[src/rtl/decode_stage.sv]
// decode_stage: single-entry decode pipeline register between fetch and execute.
// Decodes the opcode class into one-hot control bits, extracts register fields
// and the immediate/target, and inserts a bubble on a load-use dependency.
module decode_stage #(
    parameter int PC_W      = 32,
    parameter int CNT_W     = 16,
    parameter int HAZARD_EN = 1
) (
    input  logic              clock,
    input  logic              reset_n,
    input  logic              flush,
    input  logic              in_valid,
    output logic              in_ready,
    input  logic [31:0]       in_insn,
    input  logic [PC_W-1:0]   in_pc,
    output logic              out_valid,
    input  logic              out_ready,
    output logic [31:0]       out_insn,
    output logic [PC_W-1:0]   out_pc,
    output logic [15:0]       out_ctrl,
    output logic [4:0]        out_rd,
    output logic [4:0]        out_rs,
    output logic [4:0]        out_rt,
    output logic [31:0]       out_imm,
    output logic [26:0]       out_target,
    output logic [CNT_W-1:0]  cnt_insn,
    output logic [CNT_W-1:0]  cnt_bubble,
    output logic              err_illegal
);

    // Control bit positions
    localparam int C_ALU  = 0;
    localparam int C_ADDI = 1;
    localparam int C_SW   = 2;
    localparam int C_LW   = 3;
    localparam int C_J    = 4;
    localparam int C_JR   = 5;
    localparam int C_JAL  = 6;
    localparam int C_BLT  = 7;
    localparam int C_BNE  = 8;
    localparam int C_BEX  = 9;
    localparam int C_SETX = 10;
    localparam int C_ADD  = 11;
    localparam int C_SUB  = 12;
    localparam int C_MUL  = 13;
    localparam int C_DIV  = 14;
    localparam int C_ILL  = 15;

    // Opcode class decode; an illegal opcode or aluop yields only the ILLEGAL bit.
    function automatic logic [15:0] decode_ctrl(input logic [31:0] insn);
        logic [15:0] c;
        c = '0;
        case (insn[31:27])
            5'b00000: begin
                case (insn[6:2])
                    5'b00000: begin c[C_ALU] = 1'b1; c[C_ADD] = 1'b1; end
                    5'b00001: begin c[C_ALU] = 1'b1; c[C_SUB] = 1'b1; end
                    5'b00110: begin c[C_ALU] = 1'b1; c[C_MUL] = 1'b1; end
                    5'b00111: begin c[C_ALU] = 1'b1; c[C_DIV] = 1'b1; end
                    5'b00010, 5'b00011,
                    5'b00100, 5'b00101: c[C_ALU] = 1'b1;
                    default:            c[C_ILL] = 1'b1;
                endcase
            end
            5'b00001: c[C_J]    = 1'b1;
            5'b00010: c[C_BNE]  = 1'b1;
            5'b00011: c[C_JAL]  = 1'b1;
            5'b00100: c[C_JR]   = 1'b1;
            5'b00101: c[C_ADDI] = 1'b1;
            5'b00110: c[C_BLT]  = 1'b1;
            5'b00111: c[C_SW]   = 1'b1;
            5'b01000: c[C_LW]   = 1'b1;
            5'b10101: c[C_SETX] = 1'b1;
            5'b10110: c[C_BEX]  = 1'b1;
            default:  c[C_ILL]  = 1'b1;
        endcase
        return c;
    endfunction

    // True when register r is one of the sources read by insn (class c).
    function automatic logic src_hit(input logic [15:0] c, input logic [31:0] insn,
                                     input logic [4:0] r);
        logic hit;
        hit = 1'b0;
        if (c[C_ALU])
            hit = (insn[21:17] == r) || (insn[16:12] == r);
        if (c[C_ADDI] || c[C_LW])
            hit = (insn[21:17] == r);
        if (c[C_SW] || c[C_BNE] || c[C_BLT])
            hit = (insn[26:22] == r) || (insn[21:17] == r);
        if (c[C_JR])
            hit = (insn[26:22] == r);
        if (c[C_BEX])
            hit = (r == 5'd30);
        return hit;
    endfunction

    // Saturating increment: sticks at all-ones instead of wrapping.
    function automatic logic [CNT_W-1:0] sat_inc(input logic [CNT_W-1:0] c);
        if (c == {CNT_W{1'b1}})
            return c;
        else
            return c + {{(CNT_W-1){1'b0}}, 1'b1};
    endfunction

    logic                vld_p1;
    logic [31:0]         insn_p1;
    logic [PC_W-1:0]     pc_p1;
    logic [15:0]         ctrl_p1;
    logic [4:0]          rd_p1;
    logic [4:0]          rs_p1;
    logic [4:0]          rt_p1;
    logic signed [31:0]  imm_p1;
    logic [26:0]         target_p1;
    logic [CNT_W-1:0]    cnt_insn_q;
    logic [CNT_W-1:0]    cnt_bubble_q;
    logic                err_q;

    logic [15:0]         dec_ctrl;
    logic signed [31:0]  dec_imm;
    logic                hz;
    logic                xfer_in;
    logic                xfer_out;

    assign dec_ctrl = decode_ctrl(in_insn);
    assign dec_imm  = {{15{in_insn[16]}}, in_insn[16:0]};

    // Load-use interlock: a held LW whose destination feeds the incoming instruction.
    assign hz = (HAZARD_EN != 0) && vld_p1 && ctrl_p1[C_LW] && in_valid &&
                (rd_p1 != 5'd0) && src_hit(dec_ctrl, in_insn, rd_p1);

    assign in_ready = (!vld_p1 || out_ready) && !hz && !flush;
    assign xfer_in  = in_valid && in_ready;
    assign xfer_out = vld_p1 && out_ready;

    // Stage p0 -> p1: flush drains, accept loads, drain without accept makes a bubble.
    always_ff @(posedge clock or negedge reset_n) begin
        if (!reset_n) begin
            vld_p1    <= 1'b0;
            insn_p1   <= '0;
            pc_p1     <= '0;
            ctrl_p1   <= '0;
            rd_p1     <= '0;
            rs_p1     <= '0;
            rt_p1     <= '0;
            imm_p1    <= '0;
            target_p1 <= '0;
        end else if (flush) begin
            vld_p1    <= 1'b0;
        end else if (xfer_in) begin
            vld_p1    <= 1'b1;
            insn_p1   <= in_insn;
            pc_p1     <= in_pc;
            ctrl_p1   <= dec_ctrl;
            rd_p1     <= in_insn[26:22];
            rs_p1     <= in_insn[21:17];
            rt_p1     <= in_insn[16:12];
            imm_p1    <= dec_imm;
            target_p1 <= in_insn[26:0];
        end else if (xfer_out) begin
            vld_p1    <= 1'b0;
        end
    end

    // Statistics: accepted instructions, hazard bubbles, sticky illegal flag.
    always_ff @(posedge clock or negedge reset_n) begin
        if (!reset_n) begin
            cnt_insn_q   <= '0;
            cnt_bubble_q <= '0;
            err_q        <= 1'b0;
        end else if (!flush) begin
            if (xfer_in)
                cnt_insn_q <= sat_inc(cnt_insn_q);
            if (hz && out_ready)
                cnt_bubble_q <= sat_inc(cnt_bubble_q);
            if (xfer_in && dec_ctrl[C_ILL])
                err_q <= 1'b1;
        end
    end

    assign out_valid   = vld_p1;
    assign out_insn    = insn_p1;
    assign out_pc      = pc_p1;
    assign out_ctrl    = ctrl_p1;
    assign out_rd      = rd_p1;
    assign out_rs      = rs_p1;
    assign out_rt      = rt_p1;
    assign out_imm     = imm_p1;
    assign out_target  = target_p1;
    assign cnt_insn    = cnt_insn_q;
    assign cnt_bubble  = cnt_bubble_q;
    assign err_illegal = err_q;

endmodule
[config.mk]
export PLATFORM = sky130hd
export DESIGN_NAME = decode_stage
export DESIGN_NICKNAME = d
export VERILOG_FILES = /design/src/rtl/decode_stage.sv
export SDC_FILE = /design/constraint.sdc
export NUM_CORES = 1
export LEC_CHECK = 0
export CORE_MARGIN = 10
export CORE_UTILIZATION = 45
export CTS_CLUSTER_DIAMETER = 100
export CTS_CLUSTER_SIZE = 20
export DETAILED_ROUTE_END_ITERATION = 10
export PLACE_DENSITY = 0.86
export SYNTH_ARGS = -nofsm -noshare
export SYNTH_HDL_FRONTEND = slang
export SYNTH_SLANG_ARGS = --single-unit
export TNS_END_PERCENT = 20
[constraint.sdc]
create_clock -name clock -period 5.6 [get_ports clock]
set_input_delay 0.56 -clock clock [delete_from_list [all_inputs] [get_ports clock]]
set_output_delay 0.56 -clock clock [all_outputs]
set_load 0.05 [all_outputs]
==> reports/results.tsv, run 1 <==
metric	value	unit
path_clk_slew	0.05	ns
critical_path.most_common_cell	clkdlybuf4s50_1	
cts_buffer_depth	2	
grt_pass1_vias	4573	
yosys.area.top_type_share	50.4	%
power_frac_clock	30.8	%
drt_first_pass_iters	4	
path_cells	clkdlybuf4s50_1, nor3b_2, a21oi_1, o2111a_1, o211ai_2, and3_1, clkdlybuf4s50_1	
worst_pin_slew	0.937	ns
worst-path-max-fanout	11	
synthFlopType	dfrtp_1	
cp_top_family	buffers and inverters	
grt_pass1_wl	26400	um
antenna_found_initial	0	
fin_hold_ws	0.115	ns
multi_input_area	2110	um^2
drive_gt1_share	15.7	%
diodes	0	
tns	0	ns
avgSynthCellArea	12.0	um^2
relSlewSlack	37.6	%
synth_cell_type_count	52	
end_kind	output pin	
core	12200	um^2
viasPerCell	5.12	
drc	0	
power_switching	1400	uW
finalSetupViolCount	0	
hold_path.class	primary input to async pin	
syn_area	5660	um^2
internal_power	2120	uW
cap_violations	0	
die_area	17500	um^2
synth_area_leader_cell	dfrtp_1	
rsz0062_at_grt	no	
synth_seq_area_share	50.4	%
fin_ws	1.49	ns
fin_crit_sh	73.5	%
dp.cells	806	
num_rows	40	
nFillCells	843	
cts_tree	done	
cts_resized	0	
maxSlewViolCount	0	
io_pins	258	
synth-edff-count	0	
dieWidth	132	um
cts_hold_buf	0	
gr-total-overflow	0	
synthCells	472	
critical_path.max_stage_delay	0.89	ns
wirelength	16900	um
seqCellArea	2850	um^2
grt_usage	18.9	%
post_drt_wl_per_cell	20.2	um
synth_nets	543	
htreeDepth	4	
initial_core_util	46.6	%
ir_worst_vdd	0.333	mV
synth_area_leaders	dfrtp_1 (50%), mux2_2 (11%), buf_4 (9.8%), xor2_1 (4.6%), xnor2_1 (2.3%)	
clock_latency	0.41	ns
cts_num_sinks	114	
finalNonFillerCells	838	
gp_congestion	0.824	
p_seq_share	29.6	%
synth-async-reset-ratio	100	%
status	complete, no violations	
startpoint_type	primary input	
vias	4290	
cts_made_buffers	17	
fmax	243	MHz
switching_share	39.8	%
io_buffers	257	
pwr-share-comb	39.6	%
dp_slack	1.53	ns
p_total	3520	uW
hold_viol_final	0	
fin_crit	4.11	ns
drtIter0Drc	246	
ys_seq_elements	114	
leakagePower	0.00353	uW
synth_warnings	0	
path_class	primary input to output pin	
skew	0.00688	ns
clockRootBuffer	clkbuf_16	
die_h	132	um
cp_slowest_cell	clkdlybuf4s50_1	
yosysMostFrequentCell	dfrtp_1	
synth_commonest_cells	dfrtp_1 (114), buf_4 (74), mux2_2 (56), xor2_1 (30), nor2_1 (20)	
nets	728	
p_per_area	419	nW/um^2
antenna_left	0	
syn_to_final_growth	48.2	%
grt_max_degree	77	
place.detailed.hpwl	13100	um
cts_setup_buffers	0	
arrival	3.55	ns
worst-path-buf-inv	2	
critical_path_required	5.04	ns
## per-layer routing
| metal | up-vias | GRT usage [%] | routed length [um] |
|---|---|---|---|
| li1 | 1948 | - | - |
| met1 | 2143 | 20.4 | 6450 |
| met2 | 183 | 32.7 | 8740 |
| met3 | 16 | 8.46 | 1560 |
| met4 | 0 | 5.62 | 178 |
| met5 | - | 0 | 0 |
## path summary, 6_finish.rpt
| path | cells after the start | to | from | slack (ns) |
|---|---|---|---|---|
| setup / recovery | 7 | in_ready | in_insn[29] | 1.49 |
| hold / removal | 1 | out_pc[11]$_DFFE_PN0P_ | reset_n | 0.12 |
| setup reg to reg | 7 | out_ctrl[0]$_DFFE_PN0P_ | out_insn[23]$_DFFE_PN0P_ | 2.76 |
| hold reg to reg | 1 | out_pc[31]$_DFFE_PN0P_ | out_pc[31]$_DFFE_PN0P_ | 0.49 |
| max in group asynchronous | 2 | out_insn[22]$_DFFE_PN0P_ | reset_n | 4.15 |
| min in group clock | 1 | out_pc[31]$_DFFE_PN0P_ | out_pc[31]$_DFFE_PN0P_ | 0.49 |
## worst register-to-register path, stage by stage (launching register included)
cell,delay [ns]
dfrtp_1,0.50
nor4_1,0.33
a21oi_1,0.09
o2111a_1,0.32
o211ai_2,0.15
nand4_4,0.50
buf_12,0.43
mux2_1,0.42
## cells by family (layout without fill, tap and decap cells)
kind of cell    count (synthesis)  in the layout  share of synthesized area, %
mux                            67             67                          13.3
fa+ha+maj                       2              2                         0.442
compound gates                 35             35                          4.99
buf+inv                       100            298                          12.4
flops                         114            114                          50.4
xor+xnor                       45             45                          6.96
simple gates                  109            109                          11.5
## power by group through the flow
stage / combinational [uW] / sequential (uW) / clock (uW)
floorplan: 649 / 1400 / 0
global placement: 1390 / 1050 / 0
global route: 1440 / 1060 / 1140
finish: 1390 / 1040 / 1080
detailed placement: 1400 / 1050 / 0
CTS: 1410 / 1040 / 1100
## per-stage QoR
step	area (um^2)	utilization, %
after detailed placement	7800	64.1
final	8400	69.0
after global placement	7800	64.1
after global routing	8400	69.0
after floorplan	5660	-
after CTS	8400	69.0
## area by class of cell
cell class              count  area share (%)
repair buffers            260            31.0
multi-input cells         258            25.1
well taps                 168            2.50
flip-flops and latches    114            34.0
clock buffers              22            5.53
inverters                   6           0.268
clock inverters            10            1.58
## cells in the final DEF (no fill, tap or decap), types with 4 or more instances in the layout
cell type / count
and2_1: 4
and3_1: 5
inv_1: 6
nor3_1: 13
mux2_2: 56
xor2_1: 30
nor4_1: 6
clkdlybuf4s50_1: 256
nor2_1: 20
clkinv_2: 4
a32o_1: 5
a22o_1: 7
nand3_1: 18
o21ai_0: 6
clkbuf_16: 17
xnor2_1: 15
nand2_1: 16
dfrtp_1: 114
mux2_1: 11
## state kept, by name, indices dropped and copies added (netlist names)
signal and cells:
out_pc 32, out_insn 32, cnt_insn 16, out_valid 1, out_ctrl 16, err_illegal 1
cnt_bubble 16
No activity file was read; power rests on OpenSTA's default activity.
==> run 2: changes to the inputs <==
--- a/config.mk
+++ b/config.mk
@@ -6,11 +6,11 @@
 export NUM_CORES = 1
 export LEC_CHECK = 0
 export CORE_MARGIN = 10
-export CORE_UTILIZATION = 45
+export CORE_UTILIZATION = 38
 export CTS_CLUSTER_DIAMETER = 100
 export CTS_CLUSTER_SIZE = 20
 export DETAILED_ROUTE_END_ITERATION = 10
-export PLACE_DENSITY = 0.86
+export PLACE_DENSITY = 0.77
 export SYNTH_ARGS = -nofsm -noshare
 export SYNTH_HDL_FRONTEND = slang
 export SYNTH_SLANG_ARGS = --single-unit
==> constraint.sdc (replaced) <==
create_clock -name clock -period 3.7 [get_ports clock]
set_input_delay 0.37 -clock clock [delete_from_list [all_inputs] [get_ports clock]]
set_output_delay 0.37 -clock clock [all_outputs]
set_load 0.05 [all_outputs]
==> reports/results.tsv, run 2 (same netlist as run 1, synthesis figures left out) <==
metric	value	unit	change
status	complete, no violations		
io_buffers	257		unchanged
relSlewSlack	50.8	%	+13 points
cts_setup_buffers	0		unchanged
grt_max_degree	65		-16%
viasPerCell	4.96		-3.1%
place.detailed.hpwl	12600	um	-3.4%
gr-total-overflow	0		unchanged
p_per_area	611	nW/um^2	+46%
nets	731		+0.41%
antenna_found_initial	0		unchanged
cap_violations	0		unchanged
io_pins	258		unchanged
worst-path-max-fanout	11		unchanged
hold_viol_final	0		unchanged
startpoint_type	primary input		
post_drt_wl_per_cell	19.0	um	-6.0%
cts_hold_buf	1		+1
core	14600	um^2	+20%
clock_latency	0.41	ns	about the same
drive_gt1_share	15.8	%	+0.13 points
cts_resized	0		unchanged
skew	0.00742	ns	+0.000536 ns
worst_pin_slew	0.732	ns	-0.205 ns
drc	0		unchanged
drt_first_pass_iters	5		+1
num_rows	44		+10%
clockRootBuffer	clkbuf_16		
fin_crit_sh	81.7	%	
arrival	2.65	ns	-0.90 ns
leakagePower	0.00353	uW	about the same
maxSlewViolCount	0		unchanged
diodes	0		unchanged
layout_commonest_cell	clkdlybuf4s50_1		
cts_tree	done		
grt_usage	15.6	%	-3.4 points
cts_buffer_depth	2		unchanged
cts_num_sinks	114		unchanged
cts_made_buffers	17		unchanged
die_area	20200	um^2	+16%
nFillCells	1151		+37%
initial_core_util	38.8	%	-7.7 points
rsz0062_at_grt	no		
ir_worst_vdd	0.479	mV	+44%
hold_path.class	primary input to async pin		
die_h	142	um	+7.5%
grt_pass1_vias	4447		-2.8%
grt_pass1_wl	24900	um	-5.6%
gp_congestion	0.808		-1.9%
drtIter0Drc	174		-29%
fin_util	57.5	%	-12 points
path_clk_slew	0.05	ns	about the same
critical_path_required	3.33	ns	-1.71 ns
path_class	primary input to output pin		
antenna_left	0		unchanged
fin_crit	3.02	ns	
end_kind	output pin		
htreeDepth	4		unchanged
wirelength	16200	um	-4.1%
syn_to_final_growth	48.1	%	
tns	0	ns	unchanged
finalSetupViolCount	0		unchanged
fmax	331	MHz	
vias	4243		-1.1%
dieWidth	142	um	+7.5%
layout_common_cells	clkdlybuf4s50_1 (255), dfrtp_1 (114), mux2_2 (56)		
## run 2: changes by cell type in the layout (fill, tap and decap cells not counted), sizes merged
cell,before,now
buf,4,7
clkdlybuf4s50,256,255
dlygate4sd3,0,1
clkinvlp,3,1
bufinv,3,0
clkbuf,22,25
## run 2: layout make-up
class | instances | area, um^2 | area share (%)
multi-input combinational | 258 | 2110 | 25.1
timing repair buffer | 263 | 2640 | 31.5
clock buffer | 25 | 505 | 6.03
sequential | 114 | 2850 | 34.0
clock inverter | 5 | 27.5 | 0.328
tap | 184 | 230 | 2.74
inverter | 6 | 22.5 | 0.268
## run 2: where the power goes
group          switching, uW  total [uW]  internal (uW)
Sequential               169        1580           1410
Combinational           1390        2100            712
Clock                    518        1450            929
Total                   2080        5130           3050
## run 2: routing by layer
metal | wire [um] | GRT usage, % | part of all wire [%] | vias to the layer above
met4 | 154 | 4.20 | 0.95 | 0
met1 | 6060 | 17.0 | 37 | 2086
li1 | - | - | - | 1949
met5 | 0 | 0 | 0 | -
met3 | 1970 | 8.11 | 12 | 15
met2 | 8040 | 25.9 | 50 | 193
## run 2: final timing paths
check,start,to,slack (ns),depth (start not counted)
max,in_insn[29],in_ready,0.68,7
min reg2reg,err_illegal$_DFFE_PN0P_,err_illegal$_DFFE_PN0P_,0.49,1
max reg2reg,cnt_bubble[0]$_DFFE_PN0P_,cnt_bubble[15]$_DFFE_PN0P_,1.11,8
max in group asynchronous,reset_n,cnt_bubble[1]$_DFFE_PN0P_,2.30,3
min,reset_n,out_insn[16]$_DFFE_PN0P_,0.46,2
min in group clock,err_illegal$_DFFE_PN0P_,err_illegal$_DFFE_PN0P_,0.49,1
## run 2: metrics by stage
step | instance area, um^2 | setup WS [ns] | instances | total power [uW] | hold slack, ns
3_5_place_dp | 7850 | 0.635 | 824 | 3710 | 0.350
5_1_grt | 8390 | 0.529 | 855 | 5330 | 0.500
2_1_floorplan | 5660 | 1.13 | 472 | 3100 | 0.0744
4_1_cts | 8390 | 0.671 | 855 | 5190 | 0.465
6_report | 8390 | 0.677 | 855 | 5130 | 0.462
3_3_place_gp | 7850 | 0.751 | 824 | 3690 | 0.348
## run 2: critical path, stage by stage
cell and delay (ns):
clkdlybuf4s50_1 0.67, nor3b_2 0.34, a31oi_1 0.15, o2111a_1 0.31
o211ai_2 0.15, and3_1 0.47, buf_12 0.19
